**config.mk**
```make
export PLATFORM = sky130hd
export DESIGN_NAME = button_press_conditioner
export DESIGN_NICKNAME = d
export VERILOG_FILES = /design/src/rtl/button_press_conditioner.sv
export SDC_FILE = /design/constraint.sdc
export NUM_CORES = 1
export LEC_CHECK = 0
export ABC_AREA = 1
export BUFFER_PORTS_ARGS = -buffer_cell sky130_fd_sc_hd__buf_4
export CORE_ASPECT_RATIO = 1.4
export CORE_MARGIN = 8
export CORE_UTILIZATION = 45
export DETAILED_ROUTE_END_ITERATION = 10
export GPL_ROUTABILITY_DRIVEN = 0
export PLACE_DENSITY = 0.7
export SLEW_MARGIN = 20
export SYNTH_ARGS = -nofsm -noshare
export SYNTH_HDL_FRONTEND = slang
export SYNTH_SLANG_ARGS = --single-unit
export TNS_END_PERCENT = 30
```
**constraint.sdc**
```tcl
create_clock -name i_Clk -period 2.4 [get_ports i_Clk]
set_input_delay 0.6 -clock i_Clk [delete_from_list [all_inputs] [get_ports i_Clk]]
set_output_delay 0.6 -clock i_Clk [all_outputs]
set_load 0.1 [all_outputs]
```
**src/rtl/button_press_conditioner.sv**
```systemverilog
// Raw push-button conditioner: 2-flop sync, debounce, press/release pulses and hold auto-repeat.
// Latency 2 + DEBOUNCE_LIMIT cycles from a settled i_Switch change to o_Switch; no backpressure, pulses are fire-and-forget.
module button_press_conditioner #(
  parameter int DEBOUNCE_LIMIT = 250000,
  parameter int HOLD_DELAY     = 12500000,
  parameter int REPEAT_PERIOD  = 5000000
) (
  input  logic i_Clk,
  input  logic i_Rst_L,
  input  logic i_Switch,
  output logic o_Switch,
  output logic o_Press_Pulse,
  output logic o_Release_Pulse,
  output logic o_Held
);

  localparam int DB_W     = $clog2(DEBOUNCE_LIMIT);
  localparam int HOLD_MAX = (HOLD_DELAY > REPEAT_PERIOD) ? HOLD_DELAY : REPEAT_PERIOD;
  localparam int HC_W     = $clog2(HOLD_MAX + 1);

  localparam logic [DB_W-1:0] DB_LAST     = DB_W'(DEBOUNCE_LIMIT - 1);
  localparam logic [HC_W-1:0] HOLD_LAST   = HC_W'(HOLD_DELAY - 1);
  localparam logic [HC_W-1:0] REPEAT_LAST = HC_W'(REPEAT_PERIOD - 1);

  typedef enum logic [1:0] {
    IDLE    = 2'd0,
    PRESSED = 2'd1,
    REPEAT  = 2'd2
  } state_t;

  logic            r_Sync1;
  logic            r_Sync2;
  logic            w_Sync;
  logic [DB_W-1:0] r_Db_Cnt;
  logic            w_Db_Toggle;
  logic            w_Rise;
  logic            w_Fall;
  logic [HC_W-1:0] r_Hold_Cnt;
  state_t          r_State;

  assign w_Sync = r_Sync2;

  // The cycle the debounce run completes is the cycle o_Switch flips, so the
  // FSM keys off this strobe to land its pulses alongside the new level.
  assign w_Db_Toggle = (w_Sync != o_Switch) && (r_Db_Cnt == DB_LAST);
  assign w_Rise      = w_Db_Toggle && !o_Switch;
  assign w_Fall      = w_Db_Toggle &&  o_Switch;

  always_ff @(posedge i_Clk or negedge i_Rst_L) begin
    if (!i_Rst_L) begin
      r_Sync1  <= 1'b0;
      r_Sync2  <= 1'b0;
      r_Db_Cnt <= '0;
      o_Switch <= 1'b0;
    end else begin
      r_Sync1 <= i_Switch;
      r_Sync2 <= r_Sync1;
      if (w_Sync == o_Switch) begin
        r_Db_Cnt <= '0;
      end else if (w_Db_Toggle) begin
        r_Db_Cnt <= '0;
        o_Switch <= ~o_Switch;
      end else begin
        r_Db_Cnt <= r_Db_Cnt + DB_W'(1);
      end
    end
  end

  always_ff @(posedge i_Clk or negedge i_Rst_L) begin
    if (!i_Rst_L) begin
      r_State         <= IDLE;
      r_Hold_Cnt      <= '0;
      o_Press_Pulse   <= 1'b0;
      o_Release_Pulse <= 1'b0;
      o_Held          <= 1'b0;
    end else begin
      o_Press_Pulse   <= 1'b0;
      o_Release_Pulse <= 1'b0;
      case (r_State)
        IDLE: begin
          if (w_Rise) begin
            o_Press_Pulse <= 1'b1;
            r_Hold_Cnt    <= '0;
            r_State       <= PRESSED;
          end
        end
        PRESSED: begin
          if (w_Fall) begin
            o_Release_Pulse <= 1'b1;
            o_Held          <= 1'b0;
            r_State         <= IDLE;
          end else if (r_Hold_Cnt == HOLD_LAST) begin
            o_Press_Pulse <= 1'b1;
            o_Held        <= 1'b1;
            r_Hold_Cnt    <= '0;
            r_State       <= REPEAT;
          end else begin
            r_Hold_Cnt <= r_Hold_Cnt + HC_W'(1);
          end
        end
        REPEAT: begin
          // Release is checked first so it suppresses a coincident repeat.
          if (w_Fall) begin
            o_Release_Pulse <= 1'b1;
            o_Held          <= 1'b0;
            r_State         <= IDLE;
          end else if (r_Hold_Cnt == REPEAT_LAST) begin
            o_Press_Pulse <= 1'b1;
            r_Hold_Cnt    <= '0;
          end else begin
            r_Hold_Cnt <= r_Hold_Cnt + HC_W'(1);
          end
        end
        default: begin
          o_Held  <= 1'b0;
          r_State <= IDLE;
        end
      endcase
    end
  end

endmodule

```
==> summary.txt, run 1 <==
Outcome
  – Outcome: finished clean

Placement
  – Post-DP Area: 3580 sq um
  – Post-DP HPWL: 6160 um
  – Pre-CTS WS: 0.404 ns
  – Cell total after placement: 610
  – Port bufs: 6

Yosys
  – Cell accounting for the most synthesized area: dfrtp_1
  – Number of synthesized flops with an enable pin: 0
  – Register bit total from synthesis: 50
  – Cell area after synthesis: 3430 sq um
  – Sequential share of the synthesized area: 36.5%
  – Synth async-reset ratio: 100%
  – Share of the synthesized area in the top cell type: 36.5%
  – Synth area leaders: dfrtp_1 36%, nand2_1 18%, nand3_1 8.2%
  – Avg Inst Size Synth: 6.72 sq um
  – Syn Nets: 519
  – Post-synth top cells: 166 x nand2_1, 73 x nor2_1, 56 x nand3_1
  – Yosys warnings: 0
  – Synth cell types: 35
  – Cell count after synthesis: 510
  – Main synth FF type: dfrtp_1
  – Top-count cell post-synth: nand2_1

Clocking
  – Post-CTS setup buffers: 0
  – CTS sink cnt: 50
  – Root Buffer: clkbuf_8
  – Clk_lat worst skew: 0.31 ns
  – Clk slew on worst S/H paths: 0.10 ns
  – Post_cts resized: 0
  – CTS tree: yes
  – H-tree Lvls: 2
  – Clock tree buffer depth: 2
  – Number of hold buffers added after cts: 0
  – Number of buffers created by CTS: 5

Final layout
  – Non-Filler Instances: 618
  – Post-Layout Inst Area: 3690 sq um
  – Layout cell share with drive strength beyond 1: 8.45%
  – Nets: 529
  – Ant diodes: 0
  – Area Growth Syn to Fin: 7.52%
  – Core Util, Final: 50.1%

Detailed routing
  – Iter 0 DRT Violations: 96
  – Wire per inst: 13.2 um
  – Vias per cell: 5.23
  – Vias post-DR: 3233
  – First-pass DRT Iterations: 4
  – Post-detailed-route count of antenna-violating nets: 0
  – Remaining DRCs: 0
  – Post-Route WL: 8140 um

Global routing
  – First-pass GRT wire length: 13900 um
  – GRT Residual Overflow: 0
  – Initial antenna violation count: 0
  – Largest net degree at the start of global routing: 51
  – GRT Total Usage: 15.5%
  – Vias in the first global route: 3093

Floorplanning
  – Die area: 10700 sq um
  – Die H: 119 um
  – Starting Density: 46.6%
  – Num rows: 37
  – Core area: 7360 sq um
  – Die W: 89.8 um
  – # IOs: 7

Power
  – PwrDens: 404 nW/um^2
  – Final Power: 1.49 mW
  – Pleak: 1.78 nW
  – Worst VDD drop: 233 uV

Timing
  – Post-layout minimum cycle time: 2.01 ns
  – Clock Skew: 0.0123 ns
  – Hold Fails Final Rpt: 0
  – Final setup violation count: 0
  – RSZ-0062 raised after global routing: no
  – F_max: 0.497 GHz
  – Slew margin rel.: 57.7%
  – Final worst slack: 0.388 ns
  – Worst-Margin Slew: 0.635 ns
  – Final Cycle Share: 83.8%
  – Final Max Slew Viols: 0
  – TNS Setup: 0 ns
  – Hold_ws: 0.307 ns

Hold path
  – Hold/Removal Path Class: primary input to asynchronous set/reset pin

Setup path
  – CP Class: flip-flop to flip-flop
  – CP Data Required Time: 2.64 ns
  – Max FO, Critical Path: 23
  – Worst setup SP type: flip-flop
  – Crit end category: flip-flop
  – Worst path arrival time: 2.26 ns

Flow run
  – Max capacitance violation total: 0
-- final timing paths --
path | cells past startpoint | startpoint | endpoint | slack [ns]
max | 10 | r_Db_Cnt[0] | r_Hold_Cnt[15] | 0.39
min in group i_Clk | 0 | r_Sync1 | r_Sync2 | 0.35
min | 1 | i_Rst_L | r_Db_Cnt[0] | 0.31
min reg2reg | 0 | r_Sync1 | r_Sync2 | 0.35
max in group asynchronous | 1 | i_Rst_L | r_Hold_Cnt[10] | 1.66
max reg2reg | 10 | r_Db_Cnt[0] | r_Hold_Cnt[15] | 0.39
-- power by group --
part	switching [mW]	internal (mW)
sequential	0.00616	0.847
combinational	0.0273	0.00677
clock	0.292	0.312
total	0.325	1.17
-- kinds of logic (layout without fill, tap and decap cells) --
logic type / after synthesis / in the layout / share of synthesized area (%)
compound gates: 15 / 15 / 2.88
xor+xnor: 16 / 16 / 4.09
simple gates: 358 / 358 / 46.4
fa+ha+maj: 6 / 6 / 2.19
flops: 50 / 50 / 36.5
buf+inv: 65 / 76 / 7.99
-- cell type report --
| cell class | count | area [sq um] |
|---|---|---|
| fill | 775 | 3670 |
| sequential | 50 | 1250 |
| tap | 97 | 121 |
| inverter | 56 | 210 |
| multi-input combinational | 395 | 1900 |
| timing repair buffer | 12 | 90.1 |
| clock inverter | 2 | 37.5 |
| clock buffer | 6 | 72.6 |
-- cells in the final DEF (no fill, tap or decap), types with 2 or more instances in the layout --
cell type,n
buf_4,12
clkbuf_8,5
ha_1,6
nand2_2,4
nand2_1,166
nor2_1,73
o21ai_0,4
xor2_1,12
nor2_2,10
inv_2,3
nand3b_1,3
nand3_2,2
nor4_1,3
nor2_4,3
nor3_1,13
nor3b_1,2
nand4_1,19
xnor2_1,4
a21oi_1,3
a31oi_1,2
inv_1,53
nand3_1,56
dfrtp_1,50
-- registers in the layout, indices dropped and copies added, names as in the netlist --
signal,cells
r_Sync2,1
o_Press_Pulse,1
o_Release_Pulse,1
r_Sync1,1
r_Db_Cnt,18
o_Switch,1
r_Hold_Cnt,24
r_State,2
o_Held,1
-- critical path: stages (launching register included) --
cell	delay [ns]
dfrtp_1	0.50
ha_1	0.23
nand3_1	0.19
nor2_4	0.17
nand4_1	0.12
nand2_2	0.14
inv_2	0.06
nor2_4	0.09
buf_4	0.26
nand3_1	0.12
nand2_1	0.07
-- routing by layer --
metal / wire length, um / global-route usage [%]
met2: 4260 / 28.3
met1: 3320 / 16.7
met3: 207 / 2.20
met5: 0 / 0
met4: 347 / 9.03
(Power assumes the default switching activity.)
==> run 2, diff against run 1 <==
--- a/config.mk
+++ b/config.mk
@@ -5,14 +5,14 @@
 export SDC_FILE = /design/constraint.sdc
 export NUM_CORES = 1
 export LEC_CHECK = 0
-export ABC_AREA = 1
+export ABC_AREA = 0
 export BUFFER_PORTS_ARGS = -buffer_cell sky130_fd_sc_hd__buf_4
 export CORE_ASPECT_RATIO = 1.4
 export CORE_MARGIN = 8
 export CORE_UTILIZATION = 45
 export DETAILED_ROUTE_END_ITERATION = 10
 export GPL_ROUTABILITY_DRIVEN = 0
-export PLACE_DENSITY = 0.7
+export PLACE_DENSITY = 0.71
 export SLEW_MARGIN = 20
 export SYNTH_ARGS = -nofsm -noshare
 export SYNTH_HDL_FRONTEND = slang
==> constraint.sdc (replaced) <==
create_clock -name i_Clk -period 1.9 [get_ports i_Clk]
set_input_delay 0.475 -clock i_Clk [delete_from_list [all_inputs] [get_ports i_Clk]]
set_output_delay 0.475 -clock i_Clk [all_outputs]
set_load 0.1 [all_outputs]
==> summary.txt, run 2 <==
Outcome
  – Outcome: complete, but fails checks
  – Failing checks: negative setup slack

Final layout
  – Multi-input gate area: 1620 sq um
  – Most common cell after layout, fill and taps aside: buf_4
  – FF/Latch Area: 1250 sq um
  – Non-Filler Instances: 451
  – Ant diodes: 0
  – Top reg by flops: r_Hold_Cnt
  – Fill count: 480
  – Layout cell share with drive strength beyond 1: 33.5%
  – Largest registers: r_Hold_Cnt x24, r_Db_Cnt x18, r_State x2
  – Nets: 388
  – Max FFs per register: 24
  – Most frequent cells in the layout: 80 x buf_4, 49 x dfrtp_1, 30 x nor2_1
  – Area Growth Syn to Fin: 35.7%

Setup path
  – Max FO, Critical Path: 5
  – Reg2Reg Setup Slack: -0.28 ns
  – CP Class: flip-flop to flip-flop
  – CP Data Required Time: 2.08 ns
  – Crit end category: flip-flop
  – Worst path arrival time: 2.36 ns
  – Worst r2r src: r_Hold_Cnt[20]
  – RR Endpoint: r_Hold_Cnt[13]
  – Worst setup SP type: flip-flop
  – Reg2Reg Depth: 7

Global routing
  – Vias in the first global route: 2781
  – GRT Total Usage: 16.6%
  – First-pass GRT wire length: 12500 um
  – Initial antenna violation count: 0
  – Largest net degree at the start of global routing: 38
  – GRT Residual Overflow: 0

Floorplanning
  – Starting Density: 46.0%
  – Num rows: 34
  – Die area: 9090 sq um
  – # IOs: 7
  – Core area: 6130 sq um
  – Die W: 82.9 um
  – Die H: 110 um

Timing
  – Worst-Margin Slew: 0.476 ns
  – Hold Fails Final Rpt: 0
  – TNS Setup: -6.47 ns
  – Final Cycle Share: 115%
  – Final setup violation count: 27
  – Slew margin rel.: 68.3%
  – Final Max Slew Viols: 0
  – Post-layout minimum cycle time: 2.18 ns
  – RSZ-0062 raised after global routing: yes
  – Clock Skew: 0.0130 ns
  – F_max: 0.458 GHz
  – Final worst slack: -0.281 ns
  – Hold_ws: 0.125 ns

Placement
  – Post-DP HPWL: 5340 um
  – Pre-CTS WS: -0.391 ns
  – Cell total after placement: 437
  – Port bufs: 6

Power
  – Switch share: 20.4%
  – Worst VDD drop: 263 uV
  – Net Sw Power: 388 uW
  – Clk pwr share: 40.6%
  – PwrDens: 496 nW/um^2
  – Pleak: 1.73 nW
  – Comb pwr share: 2.8%
  – Final Power: 1.90 mW
  – Reg power frac: 56.7%
  – Pint: 1.51 mW

Detailed routing
  – Post-detailed-route count of antenna-violating nets: 0
  – Vias per cell: 5.77
  – Met2 WL: 3930 um
  – WL met3: 245 um
  – Post-Route WL: 7320 um
  – Top Metal Used: met4
  – Vias post-DR: 2602
  – WL met1: 2890 um
  – Remaining DRCs: 0
  – First-pass DRT Iterations: 4
  – Iter 0 DRT Violations: 120
  – Wire per inst: 16.2 um

Clocking
  – Clk slew on worst S/H paths: 0.10 ns
  – H-tree Lvls: 2
  – Number of hold buffers added after cts: 0
  – Root Buffer: clkbuf_8
  – Number of buffers created by CTS: 5
  – CTS sink cnt: 50
  – Clk_lat worst skew: 0.31 ns
  – CTS tree: yes
  – Clock tree buffer depth: 2

Yosys
  – Syn Nets: 303
  – Synth area leaders: dfrtp_1 44%, nor2_1 4.1%, nand4_1 3.3%
  – Yosys warnings: 0
  – Synth async-reset ratio: 100%
  – Cell area after synthesis: 2820 sq um
  – Avg Inst Size Synth: 9.59 sq um
  – Top-count cell post-synth: dfrtp_1
  – Share of the synthesized area in the top cell type: 44.4%
  – Synth cell types: 54
  – Cell count after synthesis: 294
  – Sequential share of the synthesized area: 44.4%
  – Register bit total from synthesis: 50
  – Number of synthesized flops with an enable pin: 0
  – Main synth FF type: dfrtp_1
  – Cell accounting for the most synthesized area: dfrtp_1
  – Post-synth top cells: 50 x dfrtp_1, 31 x nor2_1, 19 x nand2_1

Hold path
  – Hold/Removal Path Class: primary input to asynchronous set/reset pin

Flow run
  – Max capacitance violation total: 0
-- run 2: cell families (layout without fill, tap and decap cells) --
logic type	Yosys count	after routing	share of synthesized area, %
xor gates and xnor gates	15	15	4.66
buffers and inverters	24	108	4.22
muxes	2	2	0.710
AOI/OAI and AO/OA	72	72	19.1
and+or+nand+nor	125	126	24.3
adders and majority gates	6	6	2.66
DFF	50	50	44.4
-- run 2: timing repair --
item                                    CTS  global route
endpoints found under the setup margin   27            46
setup buffers                             4             2
pin swaps                                 8            22
cloned                                    0             1
resized for setup                        18             9
-- run 2: power by group through the flow --
stage                     Sequential, mW  Clock, mW  Combinational (mW)
after CTS                           1.08      0.789              0.0558
after global routing                1.08      0.831              0.0608
after global placement              1.10          0              0.0534
after detailed placement            1.10          0              0.0557
final                               1.08      0.770              0.0527
after floorplan                     1.10          0              0.0170
-- run 2: how the worst max path moves through the flow --
| stage | from | endpoint |
|---|---|---|
| 2_1_floorplan | r_Hold_Cnt[17] | r_Hold_Cnt[7] |
| 3_3_place_gp | r_Db_Cnt[8] | r_Hold_Cnt[20] |
| 3_5_place_dp | r_Db_Cnt[8] | r_Hold_Cnt[2] |
| 4_1_cts | r_Hold_Cnt[21] | r_Hold_Cnt[20] |
| 5_1_grt | r_Hold_Cnt[20] | r_Hold_Cnt[10] |
| 6_report | r_Hold_Cnt[20] | r_Hold_Cnt[13] |
-- run 2: area by class of cell --
type | count | share of cell area, %
multi-input combinational | 221 | 42.3
sequential | 50 | 32.8
timing repair buffer | 88 | 18.3
tap | 72 | 2.35
clock buffer | 6 | 2.16
inverter | 13 | 1.28
clock inverter | 1 | 0.785
-- run 2: critical path, stage by stage, from the launching register on --
cell and delay, ns:
dfrtp_1 0.39, or4_4 0.55, nor4_4 0.30, a21oi_2 0.12
a31oi_4 0.27, or2_4 0.22, buf_4 0.14, o22ai_1 0.06
-- run 2: through the flow --
step	utilization, %	instance area [sq um]
floorplan	-	2890
global placement	57.6	3530
detailed placement	57.6	3530
CTS	61.3	3750
global route	62.5	3830
finish	62.5	3830
-- run 2: metal layers --
layer | vias to the layer above | GRT usage, %
met2 | 57 | 31.1
met3 | 23 | 2.89
met4 | 0 | 8.82
li1 | 1256 | -
met5 | - | 0
met1 | 1266 | 17.4
